**src/rtl/flexka_mul_pipe_pkg.sv**
```systemverilog
`default_nettype none
// +--------------------------------------------------------------------------+
// | Module   : flexka_mul_pipe_pkg                                           |
// | Purpose  : Shared constants and request type for the FlexKA multiplier.  |
// |            FSIZE / MULTIPLIER_LATENCY / MUL_TAG_W are the parameter      |
// |            defaults of flexka_mul_pipe; mul_req_t is the request bundle  |
// |            built by the operand schedulers.                              |
// | Ports    : none (package)                                                |
// | Revision : 1.0 - initial release                                         |
// +--------------------------------------------------------------------------+
package flexka_mul_pipe_pkg;

  localparam int FSIZE              = 16;
  localparam int MULTIPLIER_LATENCY = 3;
  localparam int MUL_TAG_W          = 8;

  typedef struct packed {
    logic [FSIZE-1:0]     a;
    logic [FSIZE-1:0]     b;
    logic                 is_signed;
    logic [MUL_TAG_W-1:0] tag;
  } mul_req_t;

  // Width of one pipeline payload word: full product followed by the tag.
  function automatic int mul_payload_w(input int w, input int tag_w);
    return 2 * w + tag_w;
  endfunction

endpackage
`default_nettype wire

```
**src/rtl/flexka_mul_stage.sv**
```systemverilog
`default_nettype none
// +--------------------------------------------------------------------------+
// | Module   : flexka_mul_stage                                              |
// | Purpose  : One pipeline slot: a valid bit plus an opaque payload word,   |
// |            loaded only when en is high.                                  |
// | Ports    : clk, rst (sync, active-high), en (load strobe),               |
// |            in_valid/in_data (next contents), out_valid/out_data (slot).  |
// | Revision : 1.0 - initial release                                         |
// +--------------------------------------------------------------------------+
module flexka_mul_stage #(
  parameter int PW = 40
) (
  input  logic          clk,
  input  logic          rst,
  input  logic          en,
  input  logic          in_valid,
  input  logic [PW-1:0] in_data,
  output logic          out_valid,
  output logic [PW-1:0] out_data
);

  // Only the valid bit is reset; stale payload behind a cleared valid is
  // never observed downstream.
  always_ff @(posedge clk) begin
    if (rst) begin
      out_valid <= 1'b0;
    end else if (en) begin
      out_valid <= in_valid;
    end
  end

  always_ff @(posedge clk) begin
    if (en) begin
      out_data <= in_data;
    end
  end

endmodule
`default_nettype wire

```
**src/rtl/flexka_mul_pipe.sv**
```systemverilog
`default_nettype none
// +--------------------------------------------------------------------------+
// | Module   : flexka_mul_pipe                                               |
// | Purpose  : W x W -> 2W multiplier with LATENCY pipeline slots, a tag     |
// |            carried with each operation and valid/ready on both sides.    |
// |            The whole pipe stalls under output backpressure.              |
// | Ports    : CLK, RST (sync, active-high)                                  |
// |            in_valid/in_ready, in_a, in_b, in_signed, in_tag  (request)   |
// |            out_valid/out_ready, out_p, out_tag               (result)    |
// |            busy - at least one operation in flight                       |
// | Config   : FLEXKA_MUL_SIGNED_EN - when defined, in_signed selects        |
// |            two's complement operands; otherwise every op is unsigned     |
// |            and in_signed is ignored.                                     |
// | Revision : 1.0 - initial release                                         |
// +--------------------------------------------------------------------------+
module flexka_mul_pipe
  import flexka_mul_pipe_pkg::*;
#(
  parameter int W       = FSIZE,
  parameter int LATENCY = MULTIPLIER_LATENCY,  // must be >= 1
  parameter int TAG_W   = MUL_TAG_W
) (
  input  logic             CLK,
  input  logic             RST,
  input  logic             in_valid,
  output logic             in_ready,
  input  logic [W-1:0]     in_a,
  input  logic [W-1:0]     in_b,
  input  logic             in_signed,
  input  logic [TAG_W-1:0] in_tag,
  output logic             out_valid,
  input  logic             out_ready,
  output logic [2*W-1:0]   out_p,
  output logic [TAG_W-1:0] out_tag,
  output logic             busy
);

  localparam int PW = mul_payload_w(W, TAG_W);

  logic [LATENCY-1:0] w_v;
  logic [PW-1:0]      w_pay [LATENCY];
  logic               w_adv;
  logic [2*W-1:0]     w_prod;

  // Single advance strobe for every slot: the pipe only moves when the last
  // slot is empty or being drained, so nothing is overwritten or repeated.
  assign w_adv    = !w_v[LATENCY-1] || out_ready;
  assign in_ready = w_adv;

  // Full product is formed before stage 0; later stages just carry it.
`ifdef FLEXKA_MUL_SIGNED_EN
  logic [2*W-1:0] w_a_ext;
  logic [2*W-1:0] w_b_ext;

  // Multiplying the 2W-bit sign extensions and keeping the low 2W bits
  // yields the exact two's complement product.
  assign w_a_ext = {{W{in_signed & in_a[W-1]}}, in_a};
  assign w_b_ext = {{W{in_signed & in_b[W-1]}}, in_b};
  assign w_prod  = w_a_ext * w_b_ext;
`else
  logic w_unused_signed;

  assign w_unused_signed = in_signed;
  assign w_prod          = {{W{1'b0}}, in_a} * {{W{1'b0}}, in_b};
`endif

  for (genvar i = 0; i < LATENCY; i++) begin : g_stage
    if (i == 0) begin : g_head
      flexka_mul_stage #(
        .PW (PW)
      ) u_stage (
        .clk       (CLK),
        .rst       (RST),
        .en        (w_adv),
        .in_valid  (in_valid),
        .in_data   ({w_prod, in_tag}),
        .out_valid (w_v[i]),
        .out_data  (w_pay[i])
      );
    end else begin : g_body
      flexka_mul_stage #(
        .PW (PW)
      ) u_stage (
        .clk       (CLK),
        .rst       (RST),
        .en        (w_adv),
        .in_valid  (w_v[i-1]),
        .in_data   (w_pay[i-1]),
        .out_valid (w_v[i]),
        .out_data  (w_pay[i])
      );
    end
  end

  assign out_valid = w_v[LATENCY-1];
  assign out_p     = w_pay[LATENCY-1][PW-1:TAG_W];
  assign out_tag   = w_pay[LATENCY-1][TAG_W-1:0];
  assign busy      = |w_v;

endmodule
`default_nettype wire
```
**config.mk**
```make
export PLATFORM = sky130hd
export DESIGN_NAME = flexka_mul_pipe
export DESIGN_NICKNAME = d
export VERILOG_FILES = /design/src/rtl/flexka_mul_pipe_pkg.sv /design/src/rtl/flexka_mul_stage.sv /design/src/rtl/flexka_mul_pipe.sv
export SDC_FILE = /design/constraint.sdc
export NUM_CORES = 1
export LEC_CHECK = 0
export CAP_MARGIN = 40
export CORE_MARGIN = 5
export CORE_UTILIZATION = 39
export DETAILED_ROUTE_END_ITERATION = 10
export PLACE_DENSITY = 0.63
export SYNTH_ARGS = -nofsm -noshare
export SYNTH_HDL_FRONTEND = slang
export SYNTH_HIERARCHICAL = 1
export SYNTH_SLANG_ARGS = --single-unit
```
**constraint.sdc**
```tcl
create_clock -name CLK -period 19.9 [get_ports CLK]
set_clock_uncertainty 0.1 [all_clocks]
set_input_delay 3.98 -clock CLK [delete_from_list [all_inputs] [get_ports CLK]]
set_output_delay 3.98 -clock CLK [all_outputs]
set_load 0.05 [all_outputs]
```
* After elaboration in Yosys (flattened, before gate mapping)
Index checks and enable logic that the tools add are counted.
Widths: inputs -> output; s select.
** Word-level totals
- Register bits after elaboration :: 123
- Bits of input ports :: 45
- Output and inout port bits :: 43
- Logic and storage cells :: 10
** Operators by class
- Multiply operators :: 1
- Reduce and logical (&&, ||, !) cells :: 3
** Operator list (number)
- $mul 16x16->32 :: 1
- $reduce_or 3->1 :: 1
- $logic_not 1->1 :: 1
- $logic_or 1x1->1 :: 1

* Logic depth before layout (Yosys ltp)
Gate-level depths: netlist of run 1.
- Depth in word-level cells :: 2
- Depth in mapped cells :: 22
- Gate-level depth less buffers :: 20

* Cells and area by module
Netlist of run 1, hierarchy kept.
** By module, submodules not included
- flexka_mul_pipe :: instances 1, cells an instance 987, area each 8519.4 um2, seq. area each 0.0 um2
- flexka_mul_stage :: instances 3, cells an instance 43, area each 1234.9 um2, seq. area each 1221.2 um2

* Worst setup path before layout of run 1
OpenSTA, ideal clock, no wires.
- Path kind :: input -> output
- From :: in out_ready
- To :: out in_ready
- Data arrival time :: 7330 ps
- Required time :: 15820 ps
- Slack :: 8490 ps
- Stages :: 1
- Buffers on the path :: 0
- Cell sequence :: nand2b_1
** On the way
- Word-level cells in the longest chain between the ends :: 1
** RTL lines
- from (decl) :: line flexka_mul_pipe.sv:32 : input logic out_ready,
- $logic_or 1x1->1 :: line flexka_mul_pipe.sv:47 : assign w_adv = !w_v[LATENCY-1] || out_ready;
- to (decl) :: line flexka_mul_pipe.sv:26 : output logic in_ready,
No other way between the ends.

* Final worst setup path of run 1
- From :: in in_a[5]
- To :: reg g_stage[0].g_head.u_stage.out_data[38], data pin
** On the way
- Word-level cells in the longest chain between the ends :: 1
** RTL lines
- from (decl) :: line flexka_mul_pipe.sv:27 : input logic [W-1:0] in_a,
- $mul 16x16->32 :: line flexka_mul_pipe.sv:64 : assign w_prod = {{W{1'b0}}, in_a} * {{W{1'b0}}, in_b};
- named net w_prod[30] :: line flexka_mul_pipe.sv:43 : logic [2*W-1:0] w_prod;
- to (signal assigned) :: line flexka_mul_stage.sv:34 : out_data <= in_data;
- to (decl) :: line flexka_mul_stage.sv:19 : output logic [PW-1:0] out_data
The timed path passes the listed nets, and every way through them passes these cells.
A chain may end at the register's enable or synchronous reset.

==> results_tabular.tex, run 1 <==
\begin{tabular}{lr}
\hline
Metric & Value \\
\hline
\multicolumn{2}{l}{\textbf{Routing}} \\
Number of DRC markers in iteration 0 & 355 \\
Number of antenna-violating nets in the routed design & 0 \\
WL final & 25400 um \\
Total iterations of the first detailed-routing run & 4 \\
Vias & 7791 \\
Remaining design rule violation count & 0 \\
Wire length per cell & 16.0 um \\
Via-per-instance ratio & 4.89 \\
\multicolumn{2}{l}{\textbf{Logic synthesis}} \\
Dominant register cell in the synthesized netlist & sky130\_fd\_sc\_hd\_\_edfxtp\_1 \\
Total number of yosys warnings & 6 \\
Number of synthesized register bits & 123 \\
Synth Instances & 1116 \\
Post-Synthesis Mean Instance Area & 11.0 um2 \\
Sequential fraction of the synthesis area & 30.0\% \\
Summed instance area of the synthesized netlist & 12200 um2 \\
EDFF count, synth & 120 \\
Library cells used by synthesis & 43 \\
Share of flip-flops with an asynchronous set or reset & 0\% \\
Post-synthesis net count & 1459 \\
\multicolumn{2}{l}{\textbf{Global route}} \\
Global-route congestion overflow total & 0 \\
Global routing met3 resource utilization & 3.45\% \\
Wire length of the first global-routing pass & 42600 um \\
Met2 track utilization from global routing & 23.6\% \\
Total global routing track utilization & 15.0\% \\
Via count of the first global-routing pass & 8193 \\
Number of antenna violations at the first check in global routing & 0 \\
Grt met1 use & 21.4\% \\
Most Crowded Layer GR & met2 \\
Pin count of the biggest net entering global routing & 66 \\
\multicolumn{2}{l}{\textbf{Critical path}} \\
Biggest fanout along the worst timing path & 16 \\
R2R Setup Slk & 17620 ps \\
WP data required & 19960 ps \\
Worst Path Arrival & 10350 ps \\
Cell Chain, Critical Path & clkdlybuf4s50\_1, and2\_1, fa\_1, inv\_1, fa\_1, fa\_1, fa\_1, inv\_1, fa\_1, inv\_1, fa\_1, inv\_1, ha\_1, and3\_1, nand3\_1, a21oi\_1, o32ai\_2, o31ai\_1, a31oi\_1, xnor2\_1 \\
Critical path buffer and inverter count & 5 \\
Delay contributed by the slowest stage of the critical path & 870 ps \\
CP max stage cell & sky130\_fd\_sc\_hd\_\_clkdlybuf4s50\_1 \\
CP Launch Type & primary input \\
Dominant delay contributor by cell family on the critical path & adder cells \\
Library cell appearing most often on the critical path & sky130\_fd\_sc\_hd\_\_fa\_1 \\
Kind of end point of the critical path & flop \\
Critical path class & in2reg \\
\multicolumn{2}{l}{\textbf{Floorplan}} \\
I/O pin cnt & 88 \\
Total core area & 30700 um2 \\
Die outline area & 35000 um2 \\
Horiz. Die Dim & 187 um \\
Core Rows & 64 \\
Initial core utilization & 39.8\% \\
Die Height & 187 um \\
\multicolumn{2}{l}{\textbf{Clock network}} \\
Number of buffers on the longest clock path & 2 \\
Hold bufs inserted after CTS & 0 \\
Count of instances resized after the clock tree is built & 0 \\
Root buffer cell & sky130\_fd\_sc\_hd\_\_clkbuf\_16 \\
Clock latency on the worst-skew pair & 400 ps \\
Total clock sinks & 123 \\
Post-CTS setup-driven buffer insertion count & 0 \\
CTS tree & yes \\
CTS H-Tree Depth & 4 \\
Number of buffers added by the clock tree synthesis step & 17 \\
Clock transition at the register clock pins on the worst setup and hold paths after CTS & 60 ps \\
\multicolumn{2}{l}{\textbf{Placed design}} \\
Dpl hpwl & 19100 um \\
Placed instance count & 1561 \\
Routability congestion estimate & 0.854 \\
Buffers on Ports & 86 \\
\multicolumn{2}{l}{\textbf{STA}} \\
Count of endpoints failing setup in the final report & 0 \\
Max frequency & 97.2 MHz \\
Rel. slew slack & 37.9\% \\
Period utilisation layout & 51.7\% \\
Setup repair after global routing missed its margin & false \\
Measured slew at the worst slew-check pin & 929 ps \\
Worst hold slack & 313 ps \\
Pins Over Slew Limit & 0 \\
Minimum clock period & 10290 ps \\
Final Hold Fails & 0 \\
Final total negative setup slack & 0 ps \\
\multicolumn{2}{l}{\textbf{Status}} \\
Result of the run & complete, no violations \\
\multicolumn{2}{l}{\textbf{Cells and area}} \\
Number of diodes & 0 \\
Synth-to-Final Area Change & 14.8\% \\
Proportion of layout cells with a drive suffix above 1 & 3.34\% \\
End-of-flow core utilization & 45.7\% \\
Post-layout instance count excluding filler cells & 1593 \\
Final nets & 1527 \\
\multicolumn{2}{l}{\textbf{Run}} \\
Number of max-cap violations & 0 \\
\multicolumn{2}{l}{\textbf{Min path}} \\
Class of the most critical hold timing path & reg2reg \\
\hline
\end{tabular}
## path summary, 6_finish.rpt
kind,cells after the start,start,to
setup reg to reg,4,g_stage[2].g_body.u_stage/out_valid$_SDFFE_PP0P_,g_stage[1].g_body.u_stage/out_valid$_SDFFE_PP0P_
setup / recovery,20,in_a[5],g_stage[0].g_head.u_stage/out_data[38]$_DFFE_PP_
hold reg to reg,0,g_stage[1].g_body.u_stage/out_data[25]$_DFFE_PP_,g_stage[2].g_body.u_stage/out_data[25]$_DFFE_PP_
hold / removal,0,g_stage[1].g_body.u_stage/out_data[25]$_DFFE_PP_,g_stage[2].g_body.u_stage/out_data[25]$_DFFE_PP_
## per-stage QoR
| stage | instance area, um2 | worst slack [ps] |
|---|---|---|
| global route | 14000 | 9380 |
| CTS | 14000 | 9570 |
| finish | 14000 | 9610 |
| detailed placement | 13500 | 9140 |
| floorplan | 12200 | 8490 |
| global placement | 13500 | 9150 |
## final cells by class
cell class | instances | area [um2]
tap | 396 | 495
clock buffer | 18 | 439
fill | 2912 | 16700
multi-input combinational | 732 | 7590
timing repair buffer | 87 | 868
clock inverter | 14 | 148
sequential | 123 | 3660
inverter | 223 | 837
## sequential cells by signal (all words and copies together), names as in the netlist
name / flops
g_stage.g_body.u_stage/out_data: 80
g_stage.g_body.u_stage/out_valid: 2
g_stage.g_head.u_stage/out_valid: 1
g_stage.g_head.u_stage/out_data: 40
## synthesized netlist by cell type (3+ instances only)
master	n	area share (%)
sky130_fd_sc_hd__ha_1	104	11
sky130_fd_sc_hd__a21oi_1	27	1.1
sky130_fd_sc_hd__dfxtp_1	3	0.49
sky130_fd_sc_hd__nand4_1	6	0.31
sky130_fd_sc_hd__xnor2_1	19	1.4
sky130_fd_sc_hd__nor2_1	17	0.52
sky130_fd_sc_hd__inv_1	222	6.8
sky130_fd_sc_hd__xor2_1	11	0.79
sky130_fd_sc_hd__a21o_1	11	0.68
sky130_fd_sc_hd__nand2b_1	3	0.15
sky130_fd_sc_hd__nand3_1	5	0.20
sky130_fd_sc_hd__and2_1	124	6.3
sky130_fd_sc_hd__edfxtp_1	120	29
sky130_fd_sc_hd__o21ai_1	5	0.20
sky130_fd_sc_hd__fa_1	194	32
sky130_fd_sc_hd__nand2_1	154	4.7
sky130_fd_sc_hd__clkbuf_1	37	1.1
sky130_fd_sc_hd__mux2i_1	3	0.25
sky130_fd_sc_hd__a211oi_1	3	0.18
sky130_fd_sc_hd__a31oi_1	8	0.41
sky130_fd_sc_hd__o21ai_0	11	0.45
sky130_fd_sc_hd__and3_1	3	0.15
## layer usage
metal,routed length (um),up-vias,share of wire (%)
li1,-,3617,-
met1,11700,3908,46
met2,11600,244,45
met3,1800,22,7.1
met4,337,0,1.3
met5,0,-,0
## kinds of logic after synthesis
logic type               after synthesis  share of synthesized area [%]
AND/OR/NAND/NOR                      321                           12.9
AO/OA/AOI/OAI                         80                           4.27
XOR/XNOR                              30                           2.15
flip-flops                           123                           30.0
multiplexers                           3                          0.246
adder cells (fa/ha/maj)              298                           42.4
buffers and inverters                261                           8.02
## cells in the final DEF, fill, tap and decap left out, types with 3 or more instances in the layout
cell type                         Yosys  routed
sky130_fd_sc_hd__dfxtp_1              3       3
sky130_fd_sc_hd__a21o_1              11      11
sky130_fd_sc_hd__a31oi_1              8       8
sky130_fd_sc_hd__and3_1               3       3
sky130_fd_sc_hd__inv_1              222     222
sky130_fd_sc_hd__inv_6                0       8
sky130_fd_sc_hd__xnor2_1             19      19
sky130_fd_sc_hd__nand3_1              5       5
sky130_fd_sc_hd__ha_1               104     104
sky130_fd_sc_hd__clkbuf_16            0      17
sky130_fd_sc_hd__xor2_1              11      11
sky130_fd_sc_hd__a21oi_1             27      27
sky130_fd_sc_hd__o21ai_0             11      11
sky130_fd_sc_hd__edfxtp_1           120     120
sky130_fd_sc_hd__fa_1               194     194
sky130_fd_sc_hd__nand2_1            154     154
sky130_fd_sc_hd__nand4_1              6       6
sky130_fd_sc_hd__clkdlybuf4s50_1      0      86
sky130_fd_sc_hd__nor2_1              17      17
sky130_fd_sc_hd__and2_1             124     124
sky130_fd_sc_hd__mux2i_1              3       3
sky130_fd_sc_hd__a211oi_1             3       3
sky130_fd_sc_hd__o21ai_1              5       5
Power of run 1 is left out: the tool's default activity adds up to more than one toggle a clock period on the data nets, which glitch-free logic cannot reach.
==> inputs of run 2 (changes only) <==
Settings changed: PLACE_DENSITY 0.63 to 0.65.
Clock period 19.9 ns to 8.24 ns, I/O delays scaled along.
==> results_tabular.tex, run 2 (synthesis gave the netlist of run 1 again) <==
\begin{tabular}{lr}
\hline
Metric & Value \\
\hline
\multicolumn{2}{l}{\textbf{Placed design}} \\
Buffers on Ports & 86 (unchanged) \\
Routability congestion estimate & 0.898 (+5.2\%) \\
DP Area & 13800 um2 (+3.0\%) \\
Dpl hpwl & 21000 um (+9.6\%) \\
\multicolumn{2}{l}{\textbf{Global route}} \\
Via count of the first global-routing pass & 8396 (+2.5\%) \\
Total global routing track utilization & 15.1\% (+0.040 points) \\
Pin count of the biggest net entering global routing & 55 (-17\%) \\
Wire length of the first global-routing pass & 43500 um (+2.0\%) \\
Number of antenna violations at the first check in global routing & 0 (unchanged) \\
Global-route congestion overflow total & 0 (unchanged) \\
\multicolumn{2}{l}{\textbf{Routing}} \\
Vias & 7783 (-0.10\%) \\
Number of DRC markers in iteration 0 & 339 (-4.5\%) \\
WL final & 25400 um (-0.12\%) \\
Number of antenna-violating nets in the routed design & 0 (unchanged) \\
Wire length per cell & 15.5 um (-3.0\%) \\
Remaining design rule violation count & 0 (unchanged) \\
Total iterations of the first detailed-routing run & 5 (+1) \\
Via-per-instance ratio & 4.75 (-3.0\%) \\
\multicolumn{2}{l}{\textbf{Floorplan}} \\
Die outline area & 35000 um2 (unchanged) \\
Total core area & 30700 um2 (unchanged) \\
Die Height & 187 um (unchanged) \\
I/O pin cnt & 88 (unchanged) \\
Initial core utilization & 39.8\% (unchanged) \\
Core Rows & 64 (unchanged) \\
Horiz. Die Dim & 187 um (unchanged) \\
\multicolumn{2}{l}{\textbf{Clock network}} \\
Count of instances resized after the clock tree is built & 0 (unchanged) \\
Number of buffers on the longest clock path & 2 (unchanged) \\
Clock transition at the register clock pins on the worst setup and hold paths after CTS & 60 ps (about the same) \\
Number of buffers added by the clock tree synthesis step & 17 (unchanged) \\
Hold bufs inserted after CTS & 0 (unchanged) \\
Total clock sinks & 123 (unchanged) \\
CTS tree & yes \\
CTS H-Tree Depth & 4 (unchanged) \\
Post-CTS setup-driven buffer insertion count & 0 (unchanged) \\
Clock latency on the worst-skew pair & 400 ps (about the same) \\
Root buffer cell & sky130\_fd\_sc\_hd\_\_clkbuf\_16 \\
\multicolumn{2}{l}{\textbf{Critical path}} \\
CP Launch Type & primary input \\
Critical path class & in2reg \\
Worst Path Arrival & 7610 ps (-2740 ps) \\
WP data required & 8300 ps (-11660 ps) \\
Biggest fanout along the worst timing path & 10 (-6) \\
Kind of end point of the critical path & flop \\
Path depth of the worst reg2reg path & 3 (-1) \\
\multicolumn{2}{l}{\textbf{Cells and area}} \\
Most common cell after layout, fill and taps aside & sky130\_fd\_sc\_hd\_\_inv\_1 \\
Synth-to-Final Area Change & 18.1\% \\
Most frequent cells in the layout & sky130\_fd\_sc\_hd\_\_inv\_1 (222), sky130\_fd\_sc\_hd\_\_fa\_1 (194), sky130\_fd\_sc\_hd\_\_nand2\_1 (154) \\
Cell area after layout & 14400 um2 (+2.8\%) \\
Proportion of layout cells with a drive suffix above 1 & 6.91\% (+3.6 points) \\
Largest registers & g\_stage.g\_body.u\_stage/out\_data x80, g\_stage.g\_head.u\_stage/out\_data x40, g\_stage.g\_body.u\_stage/out\_valid x2 \\
Largest register FFs & 80 (unchanged) \\
Number of diodes & 0 (unchanged) \\
End-of-flow core utilization & 47.0\% (+1.3 points) \\
Final nets & 1574 (+3.1\%) \\
Register with the highest flop count & g\_stage.g\_body.u\_stage/out\_data \\
\multicolumn{2}{l}{\textbf{Min path}} \\
Class of the most critical hold timing path & reg2reg \\
Min-Delay Path Depth & 0 (unchanged) \\
\multicolumn{2}{l}{\textbf{STA}} \\
Period utilisation layout & 91.6\% \\
Count of endpoints failing setup in the final report & 0 (unchanged) \\
Final Hold Fails & 0 (unchanged) \\
Rel. slew slack & 53.6\% (+16 points) \\
Final total negative setup slack & 0 ps (unchanged) \\
Setup repair after global routing missed its margin & false \\
Measured slew at the worst slew-check pin & 696 ps (-233 ps) \\
Max frequency & 132 MHz \\
Pins Over Slew Limit & 0 (unchanged) \\
Minimum clock period & 7550 ps \\
\multicolumn{2}{l}{\textbf{Status}} \\
Result of the run & complete, no violations \\
\multicolumn{2}{l}{\textbf{Run}} \\
Number of max-cap violations & 0 (unchanged) \\
\hline
\end{tabular}
## run 2: through the flow
step / hold slack, ps / setup slack (ps) / cells
floorplan: 300 / 1230 / 1116
global placement: 302 / 328 / 1607
detailed placement: 305 / 268 / 1608
CTS: 313 / 694 / 1640
global route: 317 / 327 / 1640
finish: 313 / 691 / 1640
## run 2: layout make-up
class | count | area (um2)
clock buffers | 18 | 429
clock inverters | 14 | 159
fillers | 2868 | 16300
inverters | 223 | 837
multi-input cells | 732 | 7590
flip-flops and latches | 123 | 3660
well taps | 396 | 495
repair buffers | 134 | 1270
## run 2: worst max-delay path, stage by stage
cell,delay [ps]
sky130_fd_sc_hd__clkdlybuf4s50_1,770
sky130_fd_sc_hd__buf_4,240
sky130_fd_sc_hd__nand2_1,80
sky130_fd_sc_hd__fa_1,560
sky130_fd_sc_hd__inv_1,50
sky130_fd_sc_hd__fa_1,540
sky130_fd_sc_hd__fa_1,440
sky130_fd_sc_hd__fa_1,480
sky130_fd_sc_hd__fa_1,510
sky130_fd_sc_hd__inv_1,60
sky130_fd_sc_hd__fa_1,470
sky130_fd_sc_hd__inv_1,40
sky130_fd_sc_hd__ha_1,360
sky130_fd_sc_hd__a21oi_1,240
sky130_fd_sc_hd__o21a_1,190
sky130_fd_sc_hd__nor2_1,60
sky130_fd_sc_hd__a211oi_1,270
sky130_fd_sc_hd__o31ai_1,130
sky130_fd_sc_hd__buf_4,160
sky130_fd_sc_hd__a31oi_1,200
sky130_fd_sc_hd__xnor2_1,80
## run 2: worst paths after layout
check	start	end	slack, ps
setup / recovery	in_a[7]	g_stage[0].g_head.u_stage/out_data[38]$_DFFE_PP_	690
hold / removal	g_stage[0].g_head.u_stage/out_data[34]$_DFFE_PP_	g_stage[1].g_body.u_stage/out_data[34]$_DFFE_PP_	310
setup reg to reg	g_stage[2].g_body.u_stage/out_valid$_SDFFE_PP0P_	g_stage[0].g_head.u_stage/out_data[14]$_DFFE_PP_	6210
hold reg to reg	g_stage[0].g_head.u_stage/out_data[34]$_DFFE_PP_	g_stage[1].g_body.u_stage/out_data[34]$_DFFE_PP_	310
## run 2: routing by layer
layer  routed length, um  up-vias  global-route usage, %
met5                   0        -                      0
met4                 277        0                   3.33
met3                1290       17                   2.63
met2               11700      182                   24.0
li1                    -     3720                      -
met1               12200     3864                   21.9
Power of run 2 is left out for the same reason.
